===== src/rtl/vram_arbiter.sv =====
`default_nettype none
// ============================================================================
// Module   : vram_arbiter
// Purpose  : Shares the single-port 8-bit video RAM between the video fetch,
//            a small in-order CPU write buffer, and the tape/snapshot loader.
//            One RAM access per clk_sys cycle; video always wins, the loader
//            is served when the CPU buffer is empty or after it has waited
//            STARVE_LIMIT cycles, otherwise the buffer drains.
// Ports    : clk_sys/nRESET          clock, async active-low reset
//            vid_rd/vid_addr         video fetch request (always granted)
//            vid_dout/vid_valid      video read data, one cycle after vid_rd
//            cpu_we/cpu_addr/cpu_din CPU write strobe into the buffer
//            cpu_full/cpu_ovf        buffer full / sticky dropped-write flag
//            ldr_req/ldr_we/ldr_addr/ldr_din  loader level request
//            ldr_ack/ldr_dout        loader completion pulse and read data
//            ram_addr/ram_din/ram_we/ram_dout VRAM macro interface
//            (registered read, 1-cycle latency)
// Revision : 1.0 - initial release
// ============================================================================
module vram_arbiter #(
  parameter int AW           = 15,
  parameter int FIFO_DEPTH   = 4,
  parameter int STARVE_LIMIT = 8
) (
  input  logic          clk_sys,
  input  logic          nRESET,
  input  logic          vid_rd,
  input  logic [AW-1:0] vid_addr,
  output logic [7:0]    vid_dout,
  output logic          vid_valid,
  input  logic          cpu_we,
  input  logic [AW-1:0] cpu_addr,
  input  logic [7:0]    cpu_din,
  output logic          cpu_full,
  output logic          cpu_ovf,
  input  logic          ldr_req,
  input  logic          ldr_we,
  input  logic [AW-1:0] ldr_addr,
  input  logic [7:0]    ldr_din,
  output logic          ldr_ack,
  output logic [7:0]    ldr_dout,
  output logic [AW-1:0] ram_addr,
  output logic [7:0]    ram_din,
  output logic          ram_we,
  input  logic [7:0]    ram_dout
);

  localparam int PW = (FIFO_DEPTH > 1) ? $clog2(FIFO_DEPTH) : 1;
  localparam int CW = PW + 1;
  localparam int SW = $clog2(STARVE_LIMIT + 1);

  localparam logic [CW-1:0] DEPTH_C = CW'(FIFO_DEPTH);
  localparam logic [SW-1:0] LIMIT_C = SW'(STARVE_LIMIT);

  typedef enum logic [1:0] {
    GNT_IDLE = 2'd0,
    GNT_VID  = 2'd1,
    GNT_LDR  = 2'd2,
    GNT_FIFO = 2'd3
  } grant_t;

  grant_t        grant_d, grant_q;
  logic [PW-1:0] wr_ptr_d, wr_ptr_q;
  logic [PW-1:0] rd_ptr_d, rd_ptr_q;
  logic [CW-1:0] count_d, count_q;
  logic          full_d, full_q;
  logic          ovf_d, ovf_q;
  logic          pend_d, pend_q;
  logic [SW-1:0] starve_d, starve_q;

  logic [AW-1:0] mem_addr_q [FIFO_DEPTH];
  logic [7:0]    mem_data_q [FIFO_DEPTH];

  logic fifo_empty;
  logic ldr_eligible;
  logic push;
  logic pop;

  assign fifo_empty = (count_q == '0);

  // --------------------------------------------------------------------------
  // Grant selection. Forced to IDLE while nRESET is low so the RAM bus stays
  // quiet (no stray writes) for the whole reset period, not just after the
  // first clock edge.
  // --------------------------------------------------------------------------
  always_comb begin
    grant_d      = GNT_IDLE;
    ldr_eligible = ldr_req & ~pend_q & (fifo_empty | (starve_q == LIMIT_C));
    if (!nRESET) begin
      grant_d = GNT_IDLE;
    end else if (vid_rd) begin
      grant_d = GNT_VID;
    end else if (ldr_eligible) begin
      grant_d = GNT_LDR;
    end else if (!fifo_empty) begin
      grant_d = GNT_FIFO;
    end
  end

  // RAM bus: only the winner of this cycle drives it; everything else is 0.
  always_comb begin
    ram_addr = '0;
    ram_din  = '0;
    ram_we   = 1'b0;
    unique case (grant_d)
      GNT_VID: begin
        ram_addr = vid_addr;
      end
      GNT_LDR: begin
        ram_addr = ldr_addr;
        ram_din  = ldr_din;
        ram_we   = ldr_we;
      end
      GNT_FIFO: begin
        ram_addr = mem_addr_q[rd_ptr_q];
        ram_din  = mem_data_q[rd_ptr_q];
        ram_we   = 1'b1;
      end
      default: begin
        ram_addr = '0;
      end
    endcase
  end

  // --------------------------------------------------------------------------
  // CPU write buffer. A push into a full buffer is still accepted when the
  // head retires in the same cycle. No bypass: an entry pushed into an empty
  // buffer becomes visible to the grant logic on the following cycle.
  // --------------------------------------------------------------------------
  always_comb begin
    pop      = (grant_d == GNT_FIFO);
    push     = cpu_we & (~full_q | pop);
    wr_ptr_d = push ? (wr_ptr_q + PW'(1)) : wr_ptr_q;
    rd_ptr_d = pop  ? (rd_ptr_q + PW'(1)) : rd_ptr_q;
    count_d  = count_q + CW'(push) - CW'(pop);
    full_d   = (count_d == DEPTH_C);
    ovf_d    = ovf_q | (cpu_we & ~push);
  end

  // --------------------------------------------------------------------------
  // Loader bookkeeping. pend covers the grant-to-ack window so the same held
  // request is not granted twice. The starve counter only runs while the
  // loader is actually eligible to wait (requesting, nothing outstanding).
  // --------------------------------------------------------------------------
  always_comb begin
    pend_d   = (grant_d == GNT_LDR) | (pend_q & ~ldr_ack);
    starve_d = starve_q;
    if ((grant_d == GNT_LDR) || !ldr_req) begin
      starve_d = '0;
    end else if (!pend_q && (starve_q != LIMIT_C)) begin
      starve_d = starve_q + SW'(1);
    end
  end

  always_ff @(posedge clk_sys or negedge nRESET) begin
    if (!nRESET) begin
      grant_q  <= GNT_IDLE;
      wr_ptr_q <= '0;
      rd_ptr_q <= '0;
      count_q  <= '0;
      full_q   <= 1'b0;
      ovf_q    <= 1'b0;
      pend_q   <= 1'b0;
      starve_q <= '0;
    end else begin
      grant_q  <= grant_d;
      wr_ptr_q <= wr_ptr_d;
      rd_ptr_q <= rd_ptr_d;
      count_q  <= count_d;
      full_q   <= full_d;
      ovf_q    <= ovf_d;
      pend_q   <= pend_d;
      starve_q <= starve_d;
    end
  end

  // Buffer storage needs no reset: occupancy is tracked by count/pointers.
  always_ff @(posedge clk_sys) begin
    if (push) begin
      mem_addr_q[wr_ptr_q] <= cpu_addr;
      mem_data_q[wr_ptr_q] <= cpu_din;
    end
  end

  // The RAM returns read data one cycle after the grant, so the registered
  // grant qualifies ram_dout. Data outputs are held at 0 when not valid.
  assign vid_valid = (grant_q == GNT_VID);
  assign ldr_ack   = (grant_q == GNT_LDR);
  assign vid_dout  = vid_valid ? ram_dout : 8'h00;
  assign ldr_dout  = ldr_ack ? ram_dout : 8'h00;
  assign cpu_full  = full_q;
  assign cpu_ovf   = ovf_q;

endmodule
`default_nettype wire

===== config.mk =====
export PLATFORM = sky130hd
export DESIGN_NAME = vram_arbiter
export DESIGN_NICKNAME = d
export VERILOG_FILES = /design/src/rtl/vram_arbiter.sv
export SDC_FILE = /design/constraint.sdc
export NUM_CORES = 1
export LEC_CHECK = 0
export BUFFER_PORTS_ARGS = -buffer_cell sky130_fd_sc_hd__clkbuf_2
export CELL_PAD_IN_SITES_DETAIL_PLACEMENT = 0
export CELL_PAD_IN_SITES_GLOBAL_PLACEMENT = 1
export CORE_ASPECT_RATIO = 1.25
export CORE_MARGIN = 5
export CORE_UTILIZATION = 39
export CTS_CLUSTER_DIAMETER = 120
export CTS_CLUSTER_SIZE = 30
export DETAILED_ROUTE_END_ITERATION = 10
export PLACE_DENSITY_LB_ADDON = 0.1
export SYNTH_ARGS = -nofsm -noshare
export SYNTH_HDL_FRONTEND = slang
export SYNTH_SLANG_ARGS = --single-unit

===== constraint.sdc =====
create_clock -name clk_sys -period 3.04 [get_ports clk_sys]
set_input_delay 0.152 -clock clk_sys [delete_from_list [all_inputs] [get_ports clk_sys]]
set_output_delay 0.152 -clock clk_sys [all_outputs]
set_load 0.1 [all_outputs]

After elaboration in Yosys (flattened, before gate mapping):

Memories as Yosys holds them, arrays and structs flattened.
Cells that the tools add are included.

* flip-flop bits (word level): 16
* RAM bits: 92
* input port bits: 75
* memories: 2

* add/subtract/negate cells: 5
* equality and inequality tests: 8
* mux-type cells: 13
* bitwise logic cells: 13
* reductions and logical operators: 6

Memories
* mem_addr_q: words 4, width 15, rd ports 1, clocked after Yosys merged registers in 0, write ports 1, RTL line 71 `logic [AW-1:0] mem_addr_q [FIFO_DEPTH];`
* mem_data_q: words 4, width 8, rd ports 1, clocked after Yosys merged registers in 0, write ports 1, RTL line 72 `logic [7:0] mem_data_q [FIFO_DEPTH];`

Operators by type and width (number)
* case mux 15 bit (3 select lines): 1
* 2-to-1 mux 8 bit: 2
* case mux 8 bit (2 select lines): 1
* 2-to-1 mux 2 bit: 4
* 2-to-1 mux 4 bit: 2
* == test 2 bit, second input constant: 3
* AND 1 bit: 5
* adder 2 x 1 -> 2 bit, second input constant: 2
* adder 4 x 1 -> 4 bit, second input constant: 1
* == test 2 x 1 -> 1 bit, second input constant: 2
* == test 4 bit, second input constant: 1
* != test 4 bit, second input constant: 1
* NOT 1 bit: 4
* bitwise OR 1 bit: 4
* adder 3 x 1 -> 3 bit: 1
* == test 3 bit, second input constant: 1
* logical NOT 3 bit: 1
* subtractor 3 x 1 -> 3 bit: 1
* logical NOT 1 bit: 2
* 2-to-1 mux 1 bit: 2
* case mux 1 bit (2 select lines): 1
* nonzero test 2 bit: 1
* logical AND 1 bit: 1
* logical OR 1 bit: 1

Logic depth before layout (Yosys ltp):

Gate-level depths: netlist of run 1.

* word-level depth: 12
* mapped depth: 14

Worst setup path after synthesis of run 1:

No wires, ideal clock.

* kind: flip-flop to output port
* start point: reg starve_q[0]
* end point: out ram_addr[1]
* arrival time: 2.860 ns
* required time: 2.888 ns
* setup slack: 0.028 ns
* stages on the path, launching flop included: 8
* path buffers: 0
* cells stage by stage: dfrtp_1 inv_1 ha_1 and3b_1 a211o_2 inv_2 a22oi_1 a22oi_1

* longest elaborated chain between the ends: 8
* elaborated cells on any way between the ends: 10

RTL lines
* start, declared: RTL line 69 `logic [SW-1:0] starve_d, starve_q;`
* start signal, assigned: RTL line 173 `starve_q <= starve_d;`
* == test 4 bit (*): RTL line 88 `ldr_eligible = ldr_req & ~pend_q & (fifo_empty | (starve_q == LIMIT_C));`
* bitwise OR 1 bit (*): RTL line 88
* AND 1 bit (*): RTL line 88
* 2-to-1 mux 2 bit (*): RTL line 93 `end else if (ldr_eligible) begin`
* 2-to-1 mux 2 bit (*): RTL line 91 `end else if (vid_rd) begin`
* 2-to-1 mux 2 bit (*): RTL line 89 `if (!nRESET) begin`
* == test 2 bit or == test 2 x 1 -> 1 bit (tied branches): RTL line 105 `unique case (grant_d)`
* case mux 15 bit (3 select lines) (*): RTL line 105
* end, declared: RTL line 42 `output logic [AW-1:0] ram_addr,`

Every way passes the cells marked *; elsewhere a longest branch is shown, timed or not.

Final worst setup path of run 1:

* start point: reg starve_q[0]
* end point: out ram_addr[0]

Same word-level chain as after synthesis.

==> key figures, run 1 <==
Timing
  • Maximum clock rate: 347.7 MHz
  • Final Hold Fails: 0
  • Max Slew Vio Count: 0
  • Clock Skew: 0.004404 ns
  • WHS: 0.02824 ns
  • Setup-failing EPs final: 0
  • Final worst path period need: 2.876 ns
  • RSZ-0062 raised after global routing: no
  • Slew HR: 62.67%
  • Crit share post-route: 94.62%
  • Worst Tran Pin Value: 0.5588 ns
  • Final setup TNS: 0 ns

Global route
  • First-pass GRT wire length: 15380 µm
  • Total GRT Usage: 14.22%
  • Number of global-route vias before repair: 2906
  • Pin count of the biggest net entering global routing: 25
  • Initial antenna violation count: 0
  • Global route total overflow: 0

Floorplan
  • Die H: 132.1 µm
  • DIE WIDTH: 107.7 µm
  • Initial core utilization: 39.88%
  • IO Count: 119
  • Core area: 11670 µm²
  • Core Rows: 44
  • Die ar.: 14230 µm²

Synth
  • Mux contribution to synthesized area: 11.45%
  • Adder-cell share of the synthesized area: 2.581%
  • Sequential fraction of the synthesis area: 67.96%
  • Synth Instances: 280
  • Simple logic cell fraction of the synthesized area: 8.065%
  • Async set-reset flop share out of synthesis: 14.81%
  • Synth Area in Compound Gates: 5.806%
  • Synth Area in XOR/XNOR: 1.505%
  • Cell variety after synth: 38
  • Net Count, Synth: 364
  • Synthesized area: 4654 µm²
  • #FFs+latches synth: 108
  • EDFF count, synth: 92
  • Most used DFF post-synth: edfxtp_1
  • Avg Inst Size Synth: 16.62 µm²
  • Largest family of logic cells by synthesized area: multiplexers
  • Synth warnings: 0

Routing
  • DRT Pass-1 Iters: 4
  • Iter 0 DRT Violations: 112
  • Wire length per cell: 16.83 µm
  • Vias per cell: 4.827
  • Total Routed Length: 9712 µm
  • Post-route ant nets: 0
  • Drt drc: 0
  • Overall via count from detail_route: 2785

Clock tree
  • Postcts setup bufs: 0
  • H-tree depth: 3
  • Worst-Skew Late Latency: 0.34 ns
  • Maximum clock path buffer count: 2
  • CTS tree: yes
  • CTS Root Cell: clkbuf_16
  • CTS clock-pin slew for the worst setup and hold paths: 0.07 ns
  • Inserted Clock Buffers: 9
  • # clock sinks: 108

Pwr
  • P_leak: 2.349 nW
  • Sequential share of power: 39.7%
  • Combinational power share: 40.4%
  • Int Power: 3.209 mW
  • Power density cells: 909.9 nW/µm²
  • Peak VDD IR: 462.6 µV
  • NetSw: 2.067 mW
  • Clock power share: 19.9%
  • Net Sw Frac: 39.18%

Flow run
  • Max-cap violation count: 0

Place
  • Port Buffers: 118
  • HPWL after DPL: 6936 µm
  • Post-DP Area: 5515 µm²
  • Routability cong.: 0.7730

Worst setup path
  • Arr. time, crit path: 2.72 ns
  • CP Launch Type: register
  • Critical path capture point type: primary output
  • CP Data Required Time: 2.89 ns
  • Critical path type: register to primary output
  • Maximum fanout along the worst path: 24

Cells and area
  • Area of the multi-input gates: 1381 µm²
  • Register area: 3164 µm²
  • Share of layout cells above drive strength 1: 43.99%
  • Final Core Density: 49.69%
  • # fillers: 1030
  • Syn-to-layout area delta: 24.60%
  • Nets@finish: 495
  • Antenna Diode Count: 0
  • Design area: 5799 µm²

Worst hold path
  • Min-Delay Path Class: input pin to register

Status
  • Status: finished clean
[sequential cells by signal (all words and copies together) (netlist names)]
register,cells
cpu_ovf,1
grant_q,2
mem_data_q,32
mem_addr_q,60
rd_ptr_q,2
wr_ptr_q,2
cpu_full,1
count_q,3
starve_q,4
pend_q,1
[layout make-up]
cell class                 count  area share (%)
clock buffer                   9           3.883
timing repair buffer         134           12.77
multi-input combinational    146           23.82
clock inverter                 7          0.7120
inverter                      12          0.7767
tap                          161           3.474
sequential                   108           54.56
[metal layers]
layer  routed length, µm  track usage, %  up-vias
met5                   0               0        -
met4                 159           6.105        0
met3                 580           2.793       11
met2                4866           23.69       94
met1                4106           17.97     1351
li1                    -               -     1329
[cells in the mapped netlist (2+ instances only)]
cell type  number  share of area [%]
a22oi_1        16                2.6
buf_4           6               0.97
ha_1            8                2.2
mux4_2         23                 11
and2_1         17                2.3
nand2_1        33                2.7
a21oi_1         2               0.22
nor2b_1         3               0.40
clkbuf_1        6               0.48
buf_2           2               0.22
nor2_1          4               0.32
nand2b_1        2               0.27
inv_1          11               0.89
and2_2          4               0.65
a22o_1          8                1.5
dfrtp_1        16                8.6
edfxtp_1       92                 59
xnor2_1         7                1.3
[layout by cell type (no fill, tap or decap), types with 2 or more instances in the layout]
cell,n
dfrtp_1,15
a22oi_1,16
clkinv_2,2
clkinvlp_4,2
nor2b_1,3
and2_2,4
nor2_1,4
ha_1,8
clkinv_1,2
xnor2_1,7
a21oi_1,2
inv_1,11
and2_1,17
mux4_2,23
edfxtp_1,92
buf_4,13
clkbuf_2,117
a22o_1,8
nand2_1,33
clkbuf_16,9
nand2b_1,2
buf_12,2
[worst paths after layout]
kind / start / endpoint / slack (ns) / depth (start not counted)
setup / recovery: starve_q[0] / ram_addr[0] / 0.16 / 10
hold / removal: cpu_din[4] / mem_data_q[2][4] / 0.03 / 1
setup reg to reg: starve_q[0] / cpu_full / 0.18 / 14
hold reg to reg: cpu_ovf / cpu_ovf / 0.52 / 1
max in group asynchronous: nRESET / rd_ptr_q[0] / 2.46 / 3
min in group asynchronous: nRESET / cpu_ovf / 0.37 / 3
[kinds of logic after synthesis]
group	Yosys count
AOI/OAI and AO/OA	33
xor gates and xnor gates	8
adders and majority gates	9
buffers and inverters	26
DFF	108
muxes	24
and+or+nand+nor	72
[through the flow]
step / setup slack [ns] / power, mW / instances
floorplan: 0.02828 / 3.777 / 280
global placement: 0.1952 / 4.283 / 560
detailed placement: 0.1538 / 4.299 / 560
CTS: 0.02243 / 5.353 / 577
global route: 0.0003479 / 5.549 / 577
finish: 0.1637 / 5.277 / 577
[critical path: stages (launching register included)]
cell and delay, ns:
dfrtp_1 0.40, inv_1 0.06, ha_1 0.20, and3b_1 0.21
a211o_2 0.33, buf_4 0.17, inv_2 0.05, buf_4 0.30
a22oi_1 0.13, nand2_1 0.09, clkbuf_2 0.45
[repair_timing]
| action | CTS | global route |
|---|---|---|
| hold buffers | 1 | 0 |
| resized for setup | 0 | 3 |
| setup endpoints to repair | 0 | 2 |
| endpoints found under the hold margin | 16 | 0 |
[power by group through the flow]
stage,sequential (mW),clock [mW],combinational [mW]
finish,2.09,1.05,2.13
global route,2.13,1.13,2.29
CTS,2.10,1.08,2.17
detailed placement,2.13,0,2.17
global placement,2.12,0,2.16
floorplan,2.12,0,1.65
No activity file was read; power rests on OpenSTA's default activity.
==> run 2, diff against run 1 <==
--- a/config.mk
+++ b/config.mk
@@ -5,15 +5,15 @@
 export SDC_FILE = /design/constraint.sdc
 export NUM_CORES = 1
 export LEC_CHECK = 0
-export BUFFER_PORTS_ARGS = -buffer_cell sky130_fd_sc_hd__clkbuf_2
 export CELL_PAD_IN_SITES_DETAIL_PLACEMENT = 0
 export CELL_PAD_IN_SITES_GLOBAL_PLACEMENT = 1
 export CORE_ASPECT_RATIO = 1.25
 export CORE_MARGIN = 5
-export CORE_UTILIZATION = 39
+export CORE_UTILIZATION = 47
 export CTS_CLUSTER_DIAMETER = 120
 export CTS_CLUSTER_SIZE = 30
 export DETAILED_ROUTE_END_ITERATION = 10
+export DONT_BUFFER_PORTS = 1
 export PLACE_DENSITY_LB_ADDON = 0.1
 export SYNTH_ARGS = -nofsm -noshare
 export SYNTH_HDL_FRONTEND = slang
==> run 2 against run 1 <==
Effect of this change:
- register-to-register slack worse by 0.06 ns
- sequential power is 5% higher
- worst setup slack worse by 0.048 ns
- power is 4.1% higher
- die area is 16% lower
- fmax is 1.6% lower
- clock skew is 0.0052 ns higher
- non-clock buffer count is 64 lower
- critical path type is now register to register
==> key figures, run 2 (synthesized netlist as in run 1, its figures left out) <==
Place
  • Cells after DPL: 435
  • Post-DP Area: 5114 µm²
  • Port Buffers: 0
  • Routability cong.: 0.7411
  • HPWL after DPL: 6672 µm

Timing
  • WHS: 0.04714 ns
  • Setup-failing EPs final: 0
  • Slew HR: 35.94%
  • Clock Skew: 0.009620 ns
  • Worst Tran Pin Value: 0.9676 ns
  • Maximum clock rate: 342.0 MHz
  • Final Hold Fails: 0
  • Final worst path period need: 2.924 ns
  • Crit share post-route: 96.19%
  • Max Slew Vio Count: 0

Cells and area
  • Most frequent cells in the layout: edfxtp_1, buf_4, nand2_1
  • Register area: 3164 µm²
  • Nets@finish: 431
  • # fillers: 771
  • Top Registers: mem_addr_q x60, mem_data_q x32, starve_q x4
  • Most flop-heavy register: mem_addr_q
  • Antenna Diode Count: 0
  • Max reg flops: 60
  • Design area: 5710 µm²
  • Commonest non-fill, non-tap cell in the layout: edfxtp_1
  • Area of the multi-input gates: 1410 µm²
  • Cell Count, Final, Fillers Out: 476
  • Syn-to-layout area delta: 22.69%
  • Share of layout cells above drive strength 1: 28.29%

Worst setup path
  • Crit path to: cpu_full
  • Launch point of the worst reg-to-reg path: starve_q[0]
  • Bufs and invs on worst path: 4
  • Worst reg-to-reg setup slack: 0.12 ns
  • Top cell by count, worst path: inv_1
  • CP max stage delay: 0.40 ns
  • Critical path capture point type: register
  • Arr. time, crit path: 3.19 ns
  • Slowest library cell on the worst path: dfrtp_1
  • CP Launch Type: register
  • Worst-path cell chain: inv_1 > ha_1 > and3b_2 > a211o_4 > a21boi_4 > inv_1 > ha_1 > inv_1 > ha_1 > inv_1 > fa_2 > xnor2_2 > xnor2_1 > nor3b_2
  • R2r endpoint: cpu_full
  • Path depth of the worst reg2reg path: 14
  • CP Data Required Time: 3.30 ns
  • Worst Setup SP: starve_q[0]
  • Critical path type: register to register
  • Maximum fanout along the worst path: 4
  • Worst path top cell family by delay: adder cells
  • WP depth: 14

Floorplan
  • Core Rows: 40
  • Initial core utilization: 48.19%
  • IO Count: 119
  • Die H: 121.3 µm
  • Die ar.: 12010 µm²
  • Core area: 9659 µm²
  • DIE WIDTH: 99.01 µm

Clock tree
  • # clock sinks: 108
  • CTS Root Cell: clkbuf_16
  • Worst-Skew Late Latency: 0.34 ns
  • Inserted Clock Buffers: 9
  • H-tree depth: 3
  • CTS tree: yes
  • CTS clock-pin slew for the worst setup and hold paths: 0.07 ns
  • Maximum clock path buffer count: 2

Routing
  • Total Routed Length: 9438 µm
  • Drt drc: 0
  • Overall via count from detail_route: 2593
  • Post-route ant nets: 0
  • Wire length per cell: 19.83 µm
  • DRT Pass-1 Iters: 4
  • Iter 0 DRT Violations: 132
  • Vias per cell: 5.447

Pwr
  • Peak VDD IR: 442.3 µV
  • Power density cells: 961.6 nW/µm²
  • P_leak: 2.125 nW
  • Tot Pwr: 5.491 mW

Global route
  • Number of global-route vias before repair: 2774
  • Pin count of the biggest net entering global routing: 25
  • Total GRT Usage: 16.32%
  • Global route total overflow: 0
  • First-pass GRT wire length: 14880 µm
  • Initial antenna violation count: 0

Status
  • Status: finished clean

Flow run
  • Max-cap violation count: 0

Worst hold path
  • Min-Delay Path Class: input pin to register
-- run 2: final cells by class --
class / count / share of cell area [%]
well taps: 126 / 2.761
flip-flops and latches: 108 / 55.41
clock buffers: 10 / 4.010
multi-input cells: 146 / 24.69
repair buffers: 70 / 11.00
clock inverters: 4 / 1.337
inverters: 12 / 0.7888
-- run 2: power by group --
part	internal (mW)	switching [mW]
Clock	0.714	0.475
Combinational	0.785	1.33
Sequential	1.95	0.245
Total	3.44	2.05
-- run 2: worst min-delay path by stage --
stage	startpoint	to	cells after the start
after global placement	nRESET	starve_q[3]	0
after CTS	ldr_req	starve_q[1]	2
after floorplan	nRESET	count_q[0]	0
after global routing	ldr_req	starve_q[0]	2
after detailed placement	nRESET	starve_q[3]	0
final	ldr_req	starve_q[1]	2
-- run 2: metal layers --
| metal | wire, µm | up-vias | global-route usage, % |
|---|---|---|---|
| met5 | 0 | - | 0 |
| met4 | 169 | 0 | 5.636 |
| met3 | 765 | 15 | 4.600 |
| met2 | 4811 | 105 | 28.19 |
| met1 | 3692 | 1281 | 19.52 |
| li1 | - | 1192 | - |
-- run 2: what timing repair did --
item / in CTS / in global routing
hold endpoints to repair: 110 / 0
resized for setup: 0 / 5
setup buffers: 0 / 1
setup endpoints to repair: 0 / 1
hold buffers: 26 / 0
-- run 2: metrics by stage --
step	setup slack (ns)	utilization [%]	TNS, ns
after floorplan	0.02828	-	0
after global placement	0.1982	52.94	0
after detailed placement	0.1224	52.94	0
after CTS	0.1347	58.80	0
after global routing	-0.03954	59.12	-0.03954
final	0.1160	59.12	0
==> run 3, diff against run 2 <==
--- a/config.mk
+++ b/config.mk
@@ -9,7 +9,7 @@
 export CELL_PAD_IN_SITES_GLOBAL_PLACEMENT = 1
 export CORE_ASPECT_RATIO = 1.25
 export CORE_MARGIN = 5
-export CORE_UTILIZATION = 47
+export CORE_UTILIZATION = 52
 export CTS_CLUSTER_DIAMETER = 120
 export CTS_CLUSTER_SIZE = 30
 export DETAILED_ROUTE_END_ITERATION = 10
==> constraint.sdc (replaced) <==
create_clock -name clk_sys -period 3.2 [get_ports clk_sys]
set_input_delay 0.16 -clock clk_sys [delete_from_list [all_inputs] [get_ports clk_sys]]
set_output_delay 0.16 -clock clk_sys [all_outputs]
set_load 0.1 [all_outputs]
==> run 3 against run 2 <==
Effect of this change:
- the flow now finishes with violations (hold timing)
- final cell count shrank 3.2%
- sequential cell count is the same
- sequential share of layout area grew 2.5 points
- clock skew shrank 0.0024 ns
- critical path type unchanged
- register-to-register slack gained 0.11 ns
- largest cell class unchanged
- fmax shrank 1.7%
- combinational power shrank 8%
==> key figures, run 3 (synthesized netlist as in run 1, its figures left out) <==
Worst setup path
  • R2r endpoint: cpu_full
  • Maximum fanout along the worst path: 5
  • CP Launch Type: register
  • Launch point of the worst reg-to-reg path: starve_q[0]
  • Arr. time, crit path: 3.25 ns
  • Critical path type: register to register
  • Worst Setup SP: starve_q[0]
  • Critical path capture point type: register
  • Crit path to: cpu_full
  • CP Data Required Time: 3.48 ns
  • Path depth of the worst reg2reg path: 14
  • Worst reg-to-reg setup slack: 0.22 ns

Place
  • Post-Place Setup Slack: 0.2098 ns
  • Port Buffers: 0
  • HPWL after DPL: 6247 µm
  • Routability cong.: 0.7639
  • Cells after DPL: 420

Timing
  • Maximum clock rate: 336.0 MHz
  • Post-route setup slack: 0.2241 ns
  • Final setup TNS: 0 ns
  • WHS: -0.03347 ns
  • Worst Tran Pin Value: 0.9672 ns
  • Clock Skew: 0.007188 ns
  • Final Hold Fails: 16
  • Slew HR: 35.97%
  • Setup-failing EPs final: 0
  • Final worst path period need: 2.976 ns
  • RSZ-0062 raised after global routing: no
  • Max Slew Vio Count: 0
  • Crit share post-route: 93.00%

Status
  • Status: finished, violations left
  • Failing checks: hold timing

Flow run
  • Max-cap violation count: 0

Clock tree
  • Maximum clock path buffer count: 2
  • CTS tree: yes
  • Worst-Skew Late Latency: 0.36 ns
  • CTS clock-pin slew for the worst setup and hold paths: 0.10 ns
  • # clock sinks: 108
  • H-tree depth: 3
  • Inserted Clock Buffers: 9
  • CTS Root Cell: clkbuf_8
  • Postcts setup bufs: 0

Pwr
  • Tot Pwr: 4.743 mW
  • Clock power share: 16.0%
  • P_leak: 2.014 nW
  • Net Sw Frac: 40.90%
  • Peak VDD IR: 527.8 µV
  • Sequential share of power: 43.2%
  • Int Power: 2.803 mW
  • NetSw: 1.940 mW
  • Combinational power share: 40.9%
  • Power density cells: 867.9 nW/µm²

Global route
  • Pin count of the biggest net entering global routing: 25
  • Global route total overflow: 0
  • Initial antenna violation count: 0
  • Total GRT Usage: 17.87%
  • Number of global-route vias before repair: 2622
  • First-pass GRT wire length: 14110 µm

Cells and area
  • Commonest non-fill, non-tap cell in the layout: edfxtp_1
  • Syn-to-layout area delta: 17.42%
  • Share of layout cells above drive strength 1: 25.81%
  • Most frequent cells in the layout: edfxtp_1, nand2_1, buf_4
  • # fillers: 668
  • Antenna Diode Count: 0
  • Top Registers: mem_addr_q x60, mem_data_q x32, starve_q x4
  • Nets@finish: 420
  • Max reg flops: 60
  • Cell Count, Final, Fillers Out: 461
  • Most flop-heavy register: mem_addr_q

Routing
  • DRT Pass-1 Iters: 4
  • Iter 0 DRT Violations: 123
  • Total Routed Length: 9313 µm
  • Wire length per cell: 20.20 µm
  • Overall via count from detail_route: 2560
  • Drt drc: 0
  • Vias per cell: 5.553
  • Post-route ant nets: 0

Floorplan
  • DIE WIDTH: 94.62 µm
  • Die ar.: 10950 µm²
  • Core area: 8701 µm²
  • Die H: 115.8 µm
  • IO Count: 119
  • Initial core utilization: 53.49%
  • Core Rows: 38

Worst hold path
  • Min-Delay Path Class: input pin to asynchronous set/reset pin
run 3: changes by cell type in the layout (fill, tap and decap cells not counted), moves of 2 or more:
| cell | before | now |
|---|---|---|
| dlygate4sd3_1 | 26 | 24 |
| bufinv_16 | 2 | 0 |
| clkbuf_8 | 0 | 9 |
| clkbuf_16 | 9 | 0 |
| buf_4 | 41 | 32 |
run 3: worst min-delay path by stage:
stage / slack [ns] / start / end / cells past startpoint
3_3_place_gp: -0.14 / nRESET / cpu_ovf / 0
4_1_cts: 0.009 / ldr_req / starve_q[1] / 2
2_1_floorplan: -0.14 / nRESET / count_q[0] / 0
5_1_grt: 0.01 / nRESET / count_q[0] / 1
6_report: -0.03 / nRESET / count_q[0] / 1
3_5_place_dp: -0.14 / nRESET / cpu_ovf / 0
run 3: worst max-delay path: stages, from the launching register on:
cell and delay (ns):
dfrtp_1 0.42, inv_1 0.06, ha_1 0.20, and3b_1 0.20
a211o_2 0.37, a21boi_4 0.17, inv_1 0.06, ha_1 0.28
inv_1 0.06, ha_1 0.13, inv_1 0.05, fa_1 0.38
xnor2_1 0.18, xnor2_1 0.15, nor3b_1 0.19
run 3: what timing repair did:
action / 4_1_cts / 5_1_grt
hold buffers: 25 / 0
resized for setup: 0 / 1
hold endpoints to repair: 110 / 0
endpoints found under the setup margin: 0 / 1
run 3: power by group through the flow:
stage	sequential (mW)	combinational [mW]	clock, mW
finish	2.05	1.94	0.758
detailed placement	2.09	1.93	0
global route	2.09	2.05	0.850
global placement	2.08	1.91	0
floorplan	2.02	1.57	0
CTS	2.06	1.97	0.786
run 3: layout make-up:
class                   instances  area [µm²]  area share, %
inverters                      12       45.04         0.8242
well taps                     120       150.1          2.747
repair buffers                 59       533.0          9.753
clock inverters                 7       62.56          1.145
flip-flops and latches        108        3164          57.90
multi-input cells             146        1386          25.37
clock buffers                   9       123.9          2.266
run 3: metrics by stage:
step,area (µm²),utilization (%)
floorplan,4654,-
CTS,5463,62.78
global placement,5026,57.77
global route,5465,62.81
detailed placement,5026,57.77
finish,5465,62.81
run 3: metal layers:
layer  part of all wire [%]  vias up  track usage (%)
met5                      0        -                0
met4                    1.1        0            7.218
met3                    5.8        7            2.922
met2                     54       94            32.08
met1                     39     1282            21.35
li1                       -     1177                -
